`config.mk`:
```
export PLATFORM = sky130hd
export DESIGN_NAME = axis_frame_sink
export DESIGN_NICKNAME = d
export VERILOG_FILES = /design/src/rtl/axis_frame_sink_pkg.sv /design/src/rtl/axis_frame_sink_acc.sv /design/src/rtl/axis_frame_sink.sv
export SDC_FILE = /design/constraint.sdc
export NUM_CORES = 1
export LEC_CHECK = 0
export CORE_ASPECT_RATIO = 0.5
export CORE_MARGIN = 2
export CORE_UTILIZATION = 50
export CTS_CLUSTER_DIAMETER = 150
export DETAILED_ROUTE_END_ITERATION = 7
export GPL_TIMING_DRIVEN = 0
export PLACE_DENSITY = 0.82
export SLEW_MARGIN = 20
export SYNTH_ARGS = -nofsm -noshare
export SYNTH_HDL_FRONTEND = slang
export SYNTH_HIERARCHICAL = 1
export SYNTH_SLANG_ARGS = --single-unit
```
`constraint.sdc`:
```
create_clock -name clk -period 2.9 [get_ports clk]
set_input_delay 0.58 -clock clk [delete_from_list [all_inputs] [get_ports clk]]
set_output_delay 0.58 -clock clk [all_outputs]
set_load 0.01 [all_outputs]
```
`src/rtl/axis_frame_sink_pkg.sv`:
```
// Shared types and constants for the axis_frame_sink block.
//   state_e      : frame FSM states
//   status_rec_t : per-frame status record (len, err, oversize, cksum)
//   CKSUM_WIDTH  : width of the wrapping byte checksum
// The record's len field is sized for the widest supported LEN_WIDTH (32);
// each instance zero-extends its counter into it.
package axis_frame_sink_pkg;

    localparam int unsigned CKSUM_WIDTH     = 16;
    localparam int unsigned LEN_FIELD_WIDTH = 32;

    typedef enum logic [1:0] {
        StIdle,
        StActive,
        StStatus
    } state_e;

    typedef struct packed {
        logic [LEN_FIELD_WIDTH-1:0] len;
        logic                       err;
        logic                       oversize;
        logic [CKSUM_WIDTH-1:0]     cksum;
    } status_rec_t;

endpackage

```
`src/rtl/axis_frame_sink_acc.sv`:
```
// Per-frame accumulator: beat count, sticky error flag and optional checksum.
// Ports:
//   clk, rst_n  : clock, asynchronous active-low reset
//   load        : first beat of a frame (restart with len=1)
//   accumulate  : subsequent beat of the frame
//   clear       : drop the record (status taken)
//   data, user  : beat payload and error flag
//   rec         : current status record
// Build option: AXIS_FRAME_SINK_CKSUM_EN builds the checksum adder;
// without it rec.cksum is tied to 0.
module axis_frame_sink_acc
    import axis_frame_sink_pkg::*;
#(
    parameter int unsigned DATA_WIDTH = 8,
    parameter int unsigned LEN_WIDTH  = 16,
    parameter int unsigned MAX_LEN    = 1518
) (
    input  logic                  clk,
    input  logic                  rst_n,
    input  logic                  load,
    input  logic                  accumulate,
    input  logic                  clear,
    input  logic [DATA_WIDTH-1:0] data,
    input  logic                  user,
    output status_rec_t           rec
);

    logic [LEN_WIDTH-1:0]   len_q;
    logic                   ovf_q;
    logic                   err_q;
    logic [CKSUM_WIDTH-1:0] cksum;

    // ovf_q remembers that the counter saturated and a further beat arrived,
    // so oversize stays set even though len_q no longer grows.
    always_ff @(posedge clk or negedge rst_n) begin
        if (!rst_n) begin
            len_q <= '0;
            ovf_q <= 1'b0;
            err_q <= 1'b0;
        end else if (clear) begin
            len_q <= '0;
            ovf_q <= 1'b0;
            err_q <= 1'b0;
        end else if (load) begin
            len_q <= LEN_WIDTH'(1);
            ovf_q <= 1'b0;
            err_q <= user;
        end else if (accumulate) begin
            if (len_q == '1) begin
                ovf_q <= 1'b1;
            end else begin
                len_q <= len_q + LEN_WIDTH'(1);
            end
            err_q <= err_q | user;
        end
    end

`ifdef AXIS_FRAME_SINK_CKSUM_EN
    logic [CKSUM_WIDTH-1:0] cksum_q;
    logic [CKSUM_WIDTH-1:0] data_ext;

    assign data_ext = CKSUM_WIDTH'(data);

    always_ff @(posedge clk or negedge rst_n) begin
        if (!rst_n) begin
            cksum_q <= '0;
        end else if (clear) begin
            cksum_q <= '0;
        end else if (load) begin
            cksum_q <= data_ext;
        end else if (accumulate) begin
            cksum_q <= cksum_q + data_ext;
        end
    end

    assign cksum = cksum_q;
`else
    logic unused_data;
    assign unused_data = ^data;
    assign cksum       = '0;
`endif

    assign rec = '{
        len:      LEN_FIELD_WIDTH'(len_q),
        err:      err_q,
        oversize: ovf_q | (LEN_FIELD_WIDTH'(len_q) > LEN_FIELD_WIDTH'(MAX_LEN)),
        cksum:    cksum
    };

endmodule

```
`src/rtl/axis_frame_sink.sv`:
```
// AXI-stream frame sink: counts beats per frame, records the error flag and
// an optional byte checksum, and offers one status record per frame on a
// valid/ready port. The stream is stalled while a record is pending.
// Ports:
//   clk, rst_n         : clock, asynchronous active-low reset
//   input_axis_*       : incoming stream (tdata/tvalid/tready/tlast/tuser)
//   status_valid/ready : status record handshake
//   status_len/err/oversize/cksum : record fields, stable while status_valid
//   frame_count        : frames whose status was taken since reset
// Build option: AXIS_FRAME_SINK_CKSUM_EN enables the checksum; otherwise
// status_cksum reads 0.
module axis_frame_sink
    import axis_frame_sink_pkg::*;
#(
    parameter int unsigned DATA_WIDTH = 8,
    parameter int unsigned LEN_WIDTH  = 16,
    parameter int unsigned MAX_LEN    = 1518,
    parameter int unsigned CNT_WIDTH  = 32
) (
    input  logic                   clk,
    input  logic                   rst_n,
    input  logic [DATA_WIDTH-1:0]  input_axis_tdata,
    input  logic                   input_axis_tvalid,
    output logic                   input_axis_tready,
    input  logic                   input_axis_tlast,
    input  logic                   input_axis_tuser,
    output logic                   status_valid,
    input  logic                   status_ready,
    output logic [LEN_WIDTH-1:0]   status_len,
    output logic                   status_err,
    output logic                   status_oversize,
    output logic [CKSUM_WIDTH-1:0] status_cksum,
    output logic [CNT_WIDTH-1:0]   frame_count
);

    state_e                state_q;
    logic                  tready_q;
    logic                  status_valid_q;
    logic [CNT_WIDTH-1:0]  frame_count_q;
    logic                  beat_accept;
    logic                  status_take;
    status_rec_t           rec;

    assign beat_accept = input_axis_tvalid & tready_q;
    assign status_take = status_valid_q & status_ready;

    // tready is registered: it stays low through reset and rises on the first
    // edge after release, and it drops on the edge that accepts tlast.
    always_ff @(posedge clk or negedge rst_n) begin
        if (!rst_n) begin
            state_q        <= StIdle;
            tready_q       <= 1'b0;
            status_valid_q <= 1'b0;
            frame_count_q  <= '0;
        end else begin
            unique case (state_q)
                StIdle, StActive: begin
                    tready_q <= 1'b1;
                    if (beat_accept) begin
                        if (input_axis_tlast) begin
                            state_q        <= StStatus;
                            tready_q       <= 1'b0;
                            status_valid_q <= 1'b1;
                        end else begin
                            state_q <= StActive;
                        end
                    end
                end
                StStatus: begin
                    if (status_take) begin
                        state_q        <= StIdle;
                        tready_q       <= 1'b1;
                        status_valid_q <= 1'b0;
                        frame_count_q  <= frame_count_q + CNT_WIDTH'(1);
                    end
                end
                default: begin
                    state_q        <= StIdle;
                    tready_q       <= 1'b0;
                    status_valid_q <= 1'b0;
                end
            endcase
        end
    end

    axis_frame_sink_acc #(
        .DATA_WIDTH (DATA_WIDTH),
        .LEN_WIDTH  (LEN_WIDTH),
        .MAX_LEN    (MAX_LEN)
    ) u_acc (
        .clk        (clk),
        .rst_n      (rst_n),
        .load       (beat_accept && (state_q == StIdle)),
        .accumulate (beat_accept && (state_q == StActive)),
        .clear      (status_take),
        .data       (input_axis_tdata),
        .user       (input_axis_tuser),
        .rec        (rec)
    );

    // Upper record bits are always zero for this instance's LEN_WIDTH.
    logic unused_len_hi;
    assign unused_len_hi = ^(rec.len >> LEN_WIDTH);

    assign input_axis_tready = tready_q;
    assign status_valid      = status_valid_q;
    assign status_len        = rec.len[LEN_WIDTH-1:0];
    assign status_err        = rec.err;
    assign status_oversize   = rec.oversize;
    assign status_cksum      = rec.cksum;
    assign frame_count       = frame_count_q;

endmodule

```
== Word level (Yosys, flattened, before mapping) ==
Index checks and enable logic that the tools add are counted.
Operators by class
  add/sub/neg operators: 2
  multipliers: 0
  divide/modulo/power cells: 0
  magnitude comparators: 1
  eq/ne operators: 7
  shifts and indexed selects: 0
  mux-type cells: 23
  bitwise operators: 4
  reductions and logical operators: 11
Operator list (number)
  16-bit two-way mux: 4
  32-bit by 1-bit adder with 32-bit output (second input constant): 1
  16-bit by 1-bit adder with 16-bit output (second input constant): 1
  16-bit == test (second input constant): 1
  16-bit by 11-bit greater-than comparator with 1-bit output (second input constant): 1
  1-bit two-way mux: 13
  2-bit AND reduction: 4
  2-bit two-way mux: 3
  2-bit inequality test (second input constant): 3
  3-bit nonzero test: 2
  1-bit case mux with 2 select lines: 2
  2-bit case mux with 2 select lines: 1
  3-bit by 2-bit inequality test with 1-bit output (second input constant): 1
  3-bit AND reduction: 1
  1-bit AND: 2
  2-bit by 1-bit == test with 1-bit output (second input constant): 1
  2-bit == test (second input constant): 1
  1-bit logical AND: 2
  2-bit zero test: 1
  1-bit bitwise OR: 2
  2-bit OR reduction: 1
Word-level totals
  bits in registers: 54
  bits in latches: 0
  bits in writable memories: 0
  ROM bits: 0
  output and inout bits: 68
  word-level logic and storage cells: 55
  memories kept: 0

== Logic depth before layout (Yosys ltp) ==
Gate-level depths: netlist (run 1).
  depth in word-level cells: 5
  gate-level depth with buffers: 8
  gate-level depth less buffers: 6

== Modules after synthesis ==
The synthesis (run 1) kept the hierarchy.
By module, submodules not included
  axis_frame_sink: instances 1, cells each 160, area each 1765.4 um^2, seq. area each 900.9 um^2
  axis_frame_sink_acc: instances 1, cells each 154, area each 1340.0 um^2, seq. area each 450.4 um^2

== Worst setup path after synthesis (run 1) ==
No wires, ideal clock.
  kind: input-to-reg
  from: in input_axis_tvalid
  to: reg u_acc.len_q[7]
  data arrival time: 2.015 ns
  slack: 0.807 ns
  stages: 8
  path buffers: 2
  cells stage by stage: nand2_1 nor3b_1 buf_2 and4_1 clkbuf_1 nand3_1 or4_1 a21oi_1
On the way
  longest elaborated chain between the ends: 4
  elaborated cells between the ends (all ways): 8
  classes of those cells: eq/ne: 1; mux: 2; bitwise: 1; reduce/logical: 4
RTL lines
  from (decl): line axis_frame_sink.sv:23  | input logic input_axis_tvalid,
  1-bit AND (*): line axis_frame_sink.sv:44  | assign beat_accept = input_axis_tvalid & tready_q;
  1-bit logical AND, on equally long branches: line axis_frame_sink.sv:93, axis_frame_sink.sv:94
  3-bit by 2-bit inequality test with 1-bit output (no source line), or another cell as far along
  2-bit AND reduction (no source line) or 16-bit two-way mux (tied branches)
  to (signal assigned): line axis_frame_sink_acc.sv:52  | len_q <= len_q + LEN_WIDTH'(1);
  to (decl): line axis_frame_sink_acc.sv:28  | logic [LEN_WIDTH-1:0] len_q;
Mark *: on every way between the ends. The rest lies on a longest branch, timed or not.
A chain may end at the register's enable or synchronous reset.

== Worst setup path after layout (run 1) ==
  from: reg u_acc.len_q[5]
  to: out status_oversize
On the way
  longest elaborated chain between the ends: 2
RTL lines
  16-bit by 11-bit greater-than comparator with 1-bit output: line axis_frame_sink_acc.sv:86  | oversize: ovf_q | (LEN_FIELD_WIDTH'(len_q) > LEN_FIELD_WIDTH'(MAX_LEN)),
  1-bit bitwise OR: line axis_frame_sink_acc.sv:86
  to (decl): line axis_frame_sink.sv:31  | output logic status_oversize,
No other way between the ends.

==> results.yml, run 1 <==
status:
  status: "completed"
sta:
  layout_min_cycle_time_ns: 2.71
  hold-worst-slack_ns: 0.315
  setup_tns_ns: 0
  worst_pin_slew_ns: 0.679
  clock_skew_ns: 0.00487
  period_share_pct: 93.3
  relSlewSlack_pct: 54.8
  clock.fmax_mhz: 370
  setup_viol: 0
  slew_viol_final: 0
  hold_viol_final: 0
  rsz0062_at_grt: "no"
power_and_ir_drop:
  vdd_ir_drop_max_mv: 0.260
  power_frac_clock_pct: 43.1
  pwr-share-comb_pct: 3.6
  seq_power_share_pct: 53.3
  switching_share_pct: 21.0
  powerDensity_nw_per_um2: 367
  p_switching_w: 0.000296
  p_total_w: 0.00141
  p_leak_nw: 1.68
  p_int_w: 0.00112
placed_design:
  dp_hpwl_microns: 4840
  place_area_sq_um: 3700
  portBuffers: 57
  gp_congestion: 0.793
  dpl.cell_count: 443
floorplan:
  die_x_microns: 113
  num_rows: 19
  die_area_sq_um: 6640
  start_util_pct: 53.2
  core_area_sq_um: 5610
  fp.dieH_microns: 58.6
  ioPinCount: 82
global_routing:
  grt_antenna_before_repair: 0
  overflow: 0
  grt_first_pass_wirelength_microns: 11200
  grt.total_usage_pct: 21.4
  grt_max_degree: 55
  grt_pass1_vias: 2371
cells_and_area:
  fillers: 441
  layout.nets: 394
  final_area_sq_um: 3850
  final-instance-count-excl-fill: 451
  area_delta_synth_final_pct: 28.9
  layout-drive-gt1-share_pct: 12.2
  multi_input_area_sq_um: 1480
  seq_area_sq_um: 1350
  diodes: 0
synth:
  syn_inst: 298
  synth_area_sq_um: 2990
  ys_warn_count: 6
  synth_area_per_cell_sq_um: 10.0
hold_path:
  hp-class: "input pin to asynchronous set/reset pin"
clock_network:
  insertion_delay_ns: 0.29
  htreeDepth: 2
  cts.sinks: 54
  cts_resized: 0
  cts_root_buf: "clkbuf_16"
  clk_pin_slew_worst_paths_ns: 0.07
  holdBufCountCts: 0
  cts-buffers-inserted: 5
  cts_tree: "built"
  postCtsSetupBuffers: 0
  cts_max_path_buffers: 2
drt:
  drc: 0
  ant_nets: 0
  first_iter_violations: 231
  wire_per_inst_microns: 15.0
  drt_first_pass_iters: 5
  viasPerCell: 5.57
  wl_microns: 6770
  routed-via-count: 2511
setup_path:
  crit_fanout: 9
  required_ns: 2.32
  arrival_ns: 2.13
  worst-setup-path-type: "flip-flop to primary output"
  start_kind: "flip-flop"
  endpoint_kind: "primary output"
flow_run:
  cap_violations: 0
-- through the flow --
stage               util (%)  setup WS, ns
floorplan                  -         0.807
global placement        66.0        -0.315
detailed placement      66.0       0.00207
finish                  68.6         0.194
global route            68.6        0.0122
CTS                     68.6         0.205
-- state kept, by name (all words and copies together), names as in the netlist --
signal             flops
frame_count           32
input_axis_tready      1
state_q                2
status_valid           1
u_acc/err_q            1
u_acc/len_q           16
u_acc/ovf_q            1
-- path summary, 6_finish.rpt --
path                                                to                          start  depth (start not counted)  slack [ns]
max                                    status_oversize     u_acc/len_q[5]$_DFFE_PN0P_                          5        0.19
min                         frame_count[7]$_DFFE_PN0P_                          rst_n                          1        0.32
max reg2reg                u_acc/len_q[13]$_DFFE_PN0P_  input_axis_tready$_DFFE_PN0P_                          8        0.66
min reg2reg                frame_count[31]$_DFFE_PN0P_    frame_count[31]$_DFFE_PN0P_                          1        0.47
max in group asynchronous  u_acc/len_q[14]$_DFFE_PN0P_                          rst_n                          1        2.12
min in group clk           frame_count[31]$_DFFE_PN0P_    frame_count[31]$_DFFE_PN0P_                          1        0.47
-- placed cells by master (no fill, tap or decap), types with 8 or more instances in the layout --
master and n:
nand4_1 25, buf_4 19, o21ai_0 8, clkdlybuf4s50_1 56, nor2_1 16, nand3_1 16, xnor2_1 30, inv_1 8
conb_1 16, nor3_1 9, a21oi_1 15, dfrtp_1 54, and3_1 8, nand2_1 26
-- critical path, stage by stage (launching register included) --
cell             delay, ns
dfrtp_1               0.52
nand4_4               0.22
o21ai_0               0.29
a41oi_1               0.08
o21ai_0               0.18
clkdlybuf4s50_1       0.55
-- layer usage --
| metal | up-vias | global-route usage (%) | share of wire (%) |
|---|---|---|---|
| met5 | - | 0 | 0 |
| met2 | 86 | 39.2 | 50 |
| met1 | 1206 | 26.3 | 43 |
| met3 | 11 | 3.60 | 4.7 |
| met4 | 0 | 7.14 | 1.5 |
| li1 | 1208 | - | - |
-- final cells by class --
cell class | count | area share (%)
multi-input cells | 225 | 38.4
inverters | 8 | 0.780
flip-flops and latches | 54 | 35.1
plain buffers | 26 | 4.75
repair buffers | 57 | 14.8
clock buffers | 7 | 3.71
clock inverters | 1 | 0.130
well taps | 73 | 2.37
-- power groups by stage --
stage          combinational [W]  clock (W)  sequential [W]
6_report               0.0000511   0.000609        0.000753
5_1_grt                0.0000575   0.000655        0.000752
4_1_cts                0.0000513   0.000622        0.000753
3_5_place_dp           0.0000513          0        0.000767
3_3_place_gp           0.0000504          0        0.000767
2_1_floorplan          0.0000272          0        0.000767
(Power assumes the default switching activity.)
==> run 2: changes to the inputs <==
--- a/config.mk
+++ b/config.mk
@@ -10,8 +10,9 @@
 export CORE_UTILIZATION = 50
 export CTS_CLUSTER_DIAMETER = 150
 export DETAILED_ROUTE_END_ITERATION = 7
+export DONT_BUFFER_PORTS = 1
 export GPL_TIMING_DRIVEN = 0
-export PLACE_DENSITY = 0.82
+export MAX_ROUTING_LAYER = met4
 export SLEW_MARGIN = 20
 export SYNTH_ARGS = -nofsm -noshare
 export SYNTH_HDL_FRONTEND = slang
==> results.yml, run 2 (synthesis results as in run 1) <==
sta:
  slew_viol_final: 0
  setup_slack_ns: 0.544
  worst_pin_slew_ns: 0.574
  clock_skew_ns: 0.00454
  clock.fmax_mhz: 424
  layout_min_cycle_time_ns: 2.36
  setup_tns_ns: 0
  period_share_pct: 81.2
  hold_viol_final: 0
  setup_viol: 0
  rsz0062_at_grt: "no"
  relSlewSlack_pct: 61.6
  hold-worst-slack_ns: 0.136
setup_path:
  crit_family: "simple AND/OR/NAND/NOR gates"
  arrival_ns: 2.56
  worst-setup-path-type: "flip-flop to flip-flop"
  endpoint_kind: "flip-flop"
  rrSetupSlack_ns: 0.54
  crit_fanout: 10
  start_kind: "flip-flop"
  crit_buf_inv: 2
  crit_path_cell_trace: "nand2_1, nor3b_1, buf_2, and4_1, clkbuf_1, nand3_1, or3_1, a31oi_1"
  crit_slowest_cell: "dfrtp_1"
  max_stage_delay_ns: 0.49
  required_ns: 3.11
cells_and_area:
  layout_commonest_cell: "dfrtp_1"
  final_area_sq_um: 3360
  diodes: 0
  layout.nets: 338
  area_delta_synth_final_pct: 12.5
  fin_util_pct: 59.9
  final_cell_mix: "dfrtp_1, xnor2_1, nand2_1, nand4_1, buf_4"
  largest_register_ffs: 32
  layout-drive-gt1-share_pct: 14.6
clock_network:
  cts_root_buf: "clkbuf_16"
  cts_max_path_buffers: 2
  cts_tree: "built"
  cts-buffers-inserted: 5
  clk_pin_slew_worst_paths_ns: 0.07
  cts.sinks: 54
  htreeDepth: 2
  insertion_delay_ns: 0.29
drt:
  first_iter_violations: 143
  drc: 0
  wl_microns: 6430
  ant_nets: 0
  drt_first_pass_iters: 4
  wire_per_inst_microns: 16.3
  routed-via-count: 2253
  viasPerCell: 5.70
placed_design:
  pre_cts_slack_ns: 0.609
  place_area_sq_um: 3130
  portBuffers: 0
  dp_hpwl_microns: 4440
  gp_congestion: 0.756
floorplan:
  die_area_sq_um: 6640
  num_rows: 19
  ioPinCount: 82
  core_area_sq_um: 5610
  start_util_pct: 53.2
  fp.dieH_microns: 58.6
  die_x_microns: 113
power_and_ir_drop:
  vdd_ir_drop_max_mv: 0.276
  powerDensity_nw_per_um2: 473
  p_leak_nw: 1.51
status:
  status: "completed"
flow_run:
  cap_violations: 0
global_routing:
  grt_pass1_vias: 2248
  grt_antenna_before_repair: 0
  grt.total_usage_pct: 21.0
  groute.layer.met2.usage_pct: 34.0
  grt_max_degree: 55
  overflow: 0
  grt_first_pass_wirelength_microns: 10700
  use_met1_pct: 25.8
  use_met3_pct: 7.42
  top_usage_layer: "met2"
hold_path:
  hp-class: "input pin to asynchronous set/reset pin"
run 2: final timing paths:
kind / start / end / cells past startpoint
max in group asynchronous: rst_n / frame_count[0]$_DFFE_PN0P_ / 1
max: input_axis_tready$_DFFE_PN0P_ / u_acc/len_q[13]$_DFFE_PN0P_ / 8
min: rst_n / u_acc/len_q[7]$_DFFE_PN0P_ / 1
max reg2reg: input_axis_tready$_DFFE_PN0P_ / u_acc/len_q[13]$_DFFE_PN0P_ / 8
min in group clk: input_axis_tlast / state_q[0]$_DFFE_PN0P_ / 1
min reg2reg: u_acc/ovf_q$_DFFE_PN0P_ / u_acc/ovf_q$_DFFE_PN0P_ / 2
run 2: metrics by stage:
step | std cells | total power [W]
CTS | 395 | 0.00161
finish | 395 | 0.00159
floorplan | 313 | 0.000795
global placement | 386 | 0.000795
detailed placement | 386 | 0.000795
global route | 395 | 0.00165
run 2: metal layers:
metal,part of all wire (%),up-vias
li1,-,1092
met1,46,1093
met2,46,64
met3,7.3,4
met4,0.53,0
met5,0,-
run 2: what timing repair did:
action	in CTS	in global routing
gates resized for setup	0	0
hold buffers	1	0
buffers inserted	0	0
hold endpoints to repair	54	0
run 2: power by group:
part           switching, W  internal, W
registers                 0     0.000753
clock network      0.000272     0.000518
logic             0.0000280    0.0000191
total              0.000300      0.00129
run 2: final cells by class:
cell class	count	area, sq um
Fill cell	487	2250
Buffer	26	183
Timing Repair Buffer	1	27.5
Tap cell	73	91.3
Sequential cell	54	1350
Inverter	8	30.0
Multi-Input combinational cell	225	1480
Clock buffer	6	139
Clock inverter	2	60.1
